==> src/rtl/pb_operand_adder.sv <==
// pb_operand_adder: push-button chunked operand entry with add/subtract, carry and signed overflow.
// Define PB_OPERAND_ADDER_DEBOUNCE_EN to put a per-button debounce counter after the synchroniser.
module pb_operand_adder #(
    parameter int WIDTH           = 7,
    parameter int SW_W            = 4,
    parameter int SYNC_STAGES     = 2,
    parameter int DEBOUNCE_CYCLES = 16
) (
    input  logic             clk,
    input  logic             rstn,
    input  logic [3:0]       PB,
    input  logic [SW_W-1:0]  Y,
    input  logic             mode,
    output logic [WIDTH-1:0] A,
    output logic [WIDTH-1:0] B,
    output logic [WIDTH-1:0] sum,
    output logic             carry,
    output logic             overflow,
    output logic             result_valid,
    output logic             stale
);
    localparam int CHUNKS = (WIDTH + SW_W - 1) / SW_W;
    localparam int PTR_W  = CHUNKS > 1 ? $clog2(CHUNKS) : 1;

    typedef enum logic {IDLE, CALC} state_t;

    logic [3:0]       sync_q [SYNC_STAGES];
    logic [3:0]       level, prev, strobe;
    logic [PTR_W-1:0] a_ptr, b_ptr;
    logic [WIDTH-1:0] bop;
    logic [WIDTH:0]   res;
    state_t           state, next_state;

    always_ff @(posedge clk or negedge rstn) begin
        if (!rstn) begin
            for (int i = 0; i < SYNC_STAGES; i++) sync_q[i] <= '0;
        end else begin
            sync_q[0] <= PB;
            for (int i = 1; i < SYNC_STAGES; i++) sync_q[i] <= sync_q[i-1];
        end
    end

`ifdef PB_OPERAND_ADDER_DEBOUNCE_EN
    localparam int CNT_W = $clog2(DEBOUNCE_CYCLES + 1);
    logic [CNT_W-1:0] cnt [4];
    always_ff @(posedge clk or negedge rstn) begin
        if (!rstn) begin
            level <= '0;
            for (int n = 0; n < 4; n++) cnt[n] <= '0;
        end else begin
            for (int n = 0; n < 4; n++) begin
                if (sync_q[SYNC_STAGES-1][n] != level[n]) begin
                    if (cnt[n] == CNT_W'(DEBOUNCE_CYCLES - 1)) begin
                        level[n] <= sync_q[SYNC_STAGES-1][n];
                        cnt[n]   <= '0;
                    end else begin
                        cnt[n] <= cnt[n] + 1'b1;
                    end
                end else begin
                    cnt[n] <= '0;
                end
            end
        end
    end
`else
    assign level = sync_q[SYNC_STAGES-1];
`endif

    always_ff @(posedge clk or negedge rstn) begin
        if (!rstn) prev <= '0;
        else       prev <= level;
    end

    assign strobe = level & ~prev;

    always_ff @(posedge clk or negedge rstn) begin
        if (!rstn) state <= IDLE;
        else       state <= next_state;
    end

    always_comb next_state = strobe[3] ? IDLE : strobe[2] ? CALC : IDLE;

    always_comb result_valid = (state == CALC);

    // Subtraction is A + ~B + 1, so carry set means no borrow.
    always_comb begin
        bop = mode ? ~B : B;
        res = {1'b0, A} + {1'b0, bop} + {{WIDTH{1'b0}}, mode};
    end

    // Insert Y into chunk p; bits landing at or above WIDTH fall off in the truncation.
    function automatic logic [WIDTH-1:0] put(input logic [WIDTH-1:0] r, input logic [PTR_W-1:0] p);
        logic [WIDTH-1:0] m, d;
        m = WIDTH'((WIDTH + SW_W)'({SW_W{1'b1}}) << (p * SW_W));
        d = WIDTH'((WIDTH + SW_W)'(Y) << (p * SW_W));
        return (r & ~m) | d;
    endfunction

    function automatic logic [PTR_W-1:0] bump(input logic [PTR_W-1:0] p);
        return (p == PTR_W'(CHUNKS - 1)) ? '0 : p + 1'b1;
    endfunction

    always_ff @(posedge clk or negedge rstn) begin
        if (!rstn) begin
            A        <= '0;
            B        <= '0;
            sum      <= '0;
            carry    <= 1'b0;
            overflow <= 1'b0;
            stale    <= 1'b0;
            a_ptr    <= '0;
            b_ptr    <= '0;
        end else if (strobe[3]) begin
            A        <= '0;
            B        <= '0;
            sum      <= '0;
            carry    <= 1'b0;
            overflow <= 1'b0;
            stale    <= 1'b0;
            a_ptr    <= '0;
            b_ptr    <= '0;
        end else begin
            if (strobe[2]) begin
                {carry, sum} <= res;
                overflow     <= (A[WIDTH-1] == bop[WIDTH-1]) & (res[WIDTH-1] != A[WIDTH-1]);
            end
            if (strobe[0]) begin
                A     <= put(A, a_ptr);
                a_ptr <= bump(a_ptr);
            end
            if (strobe[1]) begin
                B     <= put(B, b_ptr);
                b_ptr <= bump(b_ptr);
            end
            if (|strobe[1:0])   stale <= 1'b1;
            else if (strobe[2]) stale <= 1'b0;
        end
    end
endmodule

==> config.mk <==
export PLATFORM = sky130hd
export DESIGN_NAME = pb_operand_adder
export DESIGN_NICKNAME = d
export VERILOG_FILES = /design/src/rtl/pb_operand_adder.sv
export SDC_FILE = /design/constraint.sdc
export NUM_CORES = 1
export LEC_CHECK = 0
export BUFFER_PORTS_ARGS = -buffer_cell sky130_fd_sc_hd__buf_2
export CORE_MARGIN = 4
export CORE_UTILIZATION = 45
export DETAILED_ROUTE_END_ITERATION = 8
export PLACE_DENSITY = 0.76
export SETUP_SLACK_MARGIN = 0.3
export SLEW_MARGIN = 20
export SYNTH_ARGS = -nofsm -noshare
export SYNTH_HDL_FRONTEND = slang
export SYNTH_SLANG_ARGS = --single-unit
==> constraint.sdc <==
create_clock -name clk -period 2.47 [get_ports clk]
set_clock_uncertainty 0.15 [all_clocks]
set_input_delay 0.1235 -clock clk [delete_from_list [all_inputs] [get_ports clk]]
set_output_delay 0.1235 -clock clk [all_outputs]
set_load 0.1 [all_outputs]
* After elaboration in Yosys (flattened, before gate mapping) *
Cells that the tools add are included.

storage, ports and cells
  input port bits = 11
  word-level logic and storage cells = 59
  register bits = 39

cells by class
  shifts and indexed selects = 4
  mux-type cells = 22
  reductions and logical operators = 5
  equal/unequal tests = 2
  $add $sub $neg = 4
  bitwise gates (word level) = 10

operators with widths
  kind                                                                number
  7-bit two-way mux                                                   7
  7-bit inverter                                                      3
  1-bit two-way mux                                                   15
  7-bit AND                                                           2
  7-bit bitwise OR                                                    2
  4-bit by 3-bit left shift with 7-bit output                         2
  4-bit by 3-bit left shift with 7-bit output (first input constant)  2
  7-bit by 7-bit adder with 8-bit output                              1
  8-bit by 1-bit adder with 8-bit output                              1
  2-bit nonzero test                                                  3
  4-bit AND                                                           1
  4-bit inverter                                                      1
  3-bit nonzero test                                                  1
  1-bit adder (second input constant)                                 2
  2-bit OR reduction                                                  1
  1-bit AND                                                           1
  1-bit equality test                                                 1
  1-bit != test                                                       1

* Depth between registers and ports, before layout *
  depth after elaboration = 8
  mapped depth = 8

* Least setup slack after synthesis *
OpenSTA, ideal clock, no wires.

  path kind = flip-flop to flip-flop
  start = register B[0]
  end = register overflow
  setup slack = -337 ps
  stages on the path, launching flop included = 8
  arrival time = 2530 ps
  data required time = 2193 ps
  setup time = 127 ps
  cells stage by stage = dfrtp_1 -> mux2i_1 -> inv_1 -> fa_1 -> nand3_1 -> a21oi_1 -> or2_1 -> a221o_1

between the ends
  longest elaborated chain between the ends = 8

ends and longest elaborated chain
  element                                     RTL line  text
  start: declaration                          15        output logic [WIDTH-1:0] B,
  start signal: assignment                    132       B <= put(B, b_ptr);
  7-bit inverter                              87        bop = mode ? ~B : B;
  7-bit two-way mux (*)                       87
  7-bit by 7-bit adder with 8-bit output (*)  88        res = {1'b0, A} + {1'b0, bop} + {{WIDTH{1'b0}}, mode};
  8-bit by 1-bit adder with 8-bit output (*)  88
  1-bit != test (*)                           125       overflow <= (A[WIDTH-1] == bop[WIDTH-1]) & (res[WIDTH-1] != A[WIDTH-1]);
  1-bit AND (*)                               125
  1-bit two-way mux (*)                       123       if (strobe[2]) begin
  1-bit two-way mux (*)                       113       end else if (strobe[3]) begin
  end signal: assignment                      125
  end: declaration                            18        output logic overflow,

Mark *: on every way between the ends. The rest lies on a longest branch, timed or not. The select of a mux whose other input is x is not followed.
A chain may end at the register's enable or synchronous reset.

* Worst setup path in the final report *
Same ends and word-level chain as after synthesis.

==> out/metrics.cfg <==
[synth]
ys_warn_count=0
synth_area_per_cell_um2=11.0
netlist_instances=162
ys_top_cells_by_count=39 x dfrtp_1, 18 x nor2_1, 14 x nand2_1
ys_ff_latch=39
async_flop_share_pct=100
ys.flop_type=dfrtp_1
synth_edf_count=0
yosys.area.top_type_share_pct=55.0
ys_top_cells_by_area=dfrtp_1 55%, ha_1 4.9%, xor2_1 4.4%
yosysUniqueCellTypes=36
ys_seq_area_share_pct=55.0
synth_fp_nets=181
netlist_area_um2=1780
synth_top_cell_by_area=dfrtp_1
yosysMostFrequentCell=dfrtp_1

[setup_path]
start_kind=flop
rrSetupSlack_ns=0.34
crit_slowest_cell=dfrtp_4
cp.buffers_inverters=1
arrival_ns=2.17
critPathTopFamily=flip-flops
path_cells=mux2i_4, inv_2, fa_2, nand3_2, a21oi_2, or2_1, a221o_1
crit_fanout=4
crit_path_end_kind=flop
critPathKind=flop to flop
required_ns=2.51
cp_slowest_stage_delay_ns=0.51

[pwr]
vdd_drop_max_v=0.000474
power_density_nw_per_um2=929
internal_power_mw=1.13
swShare_pct=45.1
p_clk_share_pct=22.7
p_sw_uw=930
power_leakage_nw=1.10
combPwrFrac_pct=39.3
seqPwrFrac_pct=38.0

[global_routing]
antenna_found_initial=0
grt-ovfl-total=0
grt_pass1_wl_um=6290
grt_usage_pct=16.0
grt_pass1_vias=1289
grt_max_degree=40

[sta]
hold_viol_final=0
fin_tns_setup_ns=0
slew_violations=0
period_minus_slack_ns=2.13
fin_crit_sh_pct=86.1
rsz0062_at_grt=yes
tightest_slew_ns=0.841
max_freq_mhz=470
setup_viol=0
setup_ws_ns=0.344
relSlewSlack_pct=43.9

[routing]
routed_wl_um=3680
route.detailed.drc=0
routed_via_density=5.18
firstDrtPassIters=4
wire_per_inst_um=14.2
drt_iter0_drc=112
ant_nets=0
vias=1341

[place]
dp_hpwl_um=2720
io_buffers=35
gp_congestion=0.802
pre_cts_slack_ns=0.234

[cts]
cts_max_path_buffers=2
htreeDepth=2
cts_tree=done
cts_sinks=39
root_buffer=clkbuf_8
cts-buffers-inserted=5
clkTransAtPathRegs_ns=0.08
worstSkewPairLatency_ns=0.30

[die]
ioPinCount=36
die_y_um=70.8
start_util_pct=47.4
die_w_um=70.8
dieArea_um2=5010
core_area_um2=3740
rows=22

[layout]
diodes=0
fin_util_pct=59.2
area_growth_pct=24.9
seqCellArea_um2=990
nets=229
drive_gt1_share_pct=29.9
multiInputGateArea_um2=777
fillCellCount=335

[job]
maxCapViolCount=0

[run_status]
outcome=complete, no violations

[min_path]
hold_class=flop to flop

## metrics by stage
step,power [mW],cell area (µm²),hold slack (ns),instances
2_1_floorplan,1.44,1800,-0.322,162
3_3_place_gp,1.58,2000,0.0820,240
3_5_place_dp,1.59,2000,0.0829,240
4_1_cts,2.07,2210,0.203,258
5_1_grt,2.16,2220,0.212,259
6_report,2.06,2220,0.199,259
## worst paths after layout
kind | from | end | cells after the start
max in group asynchronous | rstn | B[0] | 2
setup / recovery | B[0] | overflow | 7
hold / removal | sync_q[7] | level[3] | 0
min in group asynchronous | rstn | carry | 2
setup reg to reg | B[0] | overflow | 7
hold reg to reg | sync_q[7] | level[3] | 0
## flip-flops by register name, summed over array words and instances (netlist names)
register / count
overflow: 1
sum: 7
result_valid: 1
a_ptr: 1
carry: 1
prev: 4
b_ptr: 1
stale: 1
level: 4
sync_q: 4
A: 7
B: 7
## placed cells by master (no fill, tap or decap), types with 2 or more instances in the layout
| cell type | instances |
|---|---|
| clkbuf_8 | 6 |
| buf_4 | 3 |
| nor2_1 | 18 |
| dlygate4sd3_1 | 9 |
| nand2_1 | 14 |
| nand2b_1 | 4 |
| a31oi_1 | 2 |
| xnor2_1 | 2 |
| o21ai_1 | 2 |
| xor2_1 | 9 |
| a21oi_2 | 2 |
| dfrtp_1 | 30 |
| buf_2 | 35 |
| nor2b_1 | 2 |
| nand3b_1 | 2 |
| dfrtp_2 | 8 |
| nor4_1 | 3 |
| ha_1 | 7 |
| a21oi_1 | 12 |
| mux2i_1 | 6 |
| a211oi_1 | 4 |
| o21ai_0 | 10 |
| nor3_1 | 3 |
## metal layers
layer  global-route usage [%]  vias to the layer above  wire length [µm]
met1                     20.4                      646              1630
met2                     26.3                       28              1790
met3                     4.97                        8               214
li1                         -                      659                 -
met4                     4.38                        0                45
met5                        0                        -                 0
## kinds of logic (layout without fill, tap and decap cells)
family | Yosys count | count (layout) | share of synthesized area [%]
adder cells (fa/ha/maj) | 8 | 8 | 6.06
AO/OA/AOI/OAI | 36 | 36 | 12.1
flip-flops | 39 | 39 | 55.0
XOR/XNOR | 11 | 11 | 5.43
buffers and inverters | 7 | 56 | 2.61
AND/OR/NAND/NOR | 54 | 54 | 14.9
multiplexers | 7 | 7 | 3.95
## layout make-up
cell class | count | area share (%)
Timing Repair Buffer | 47 | 13.0
Inverter | 1 | 0.169
Tap cell | 48 | 2.71
Clock buffer | 6 | 3.72
Sequential cell | 39 | 44.6
Multi-Input combinational cell | 116 | 35.0
Clock inverter | 2 | 0.734
## power groups by stage
stage	sequential [mW]	clock (mW)	combinational [mW]
3_5_place_dp	0.796	0	0.792
4_1_cts	0.785	0.475	0.810
3_3_place_gp	0.793	0	0.785
6_report	0.784	0.467	0.810
5_1_grt	0.797	0.503	0.863
2_1_floorplan	1.20	0	0.240
## what timing repair did
item	4_1_cts	5_1_grt
hold buffers	9	0
cloned	0	0
resized for setup	1	1
setup endpoints to repair	1	1
hold endpoints to repair	54	0
pin swaps	0	1
buffers inserted	1	1
No activity file was read; power rests on OpenSTA's default activity.
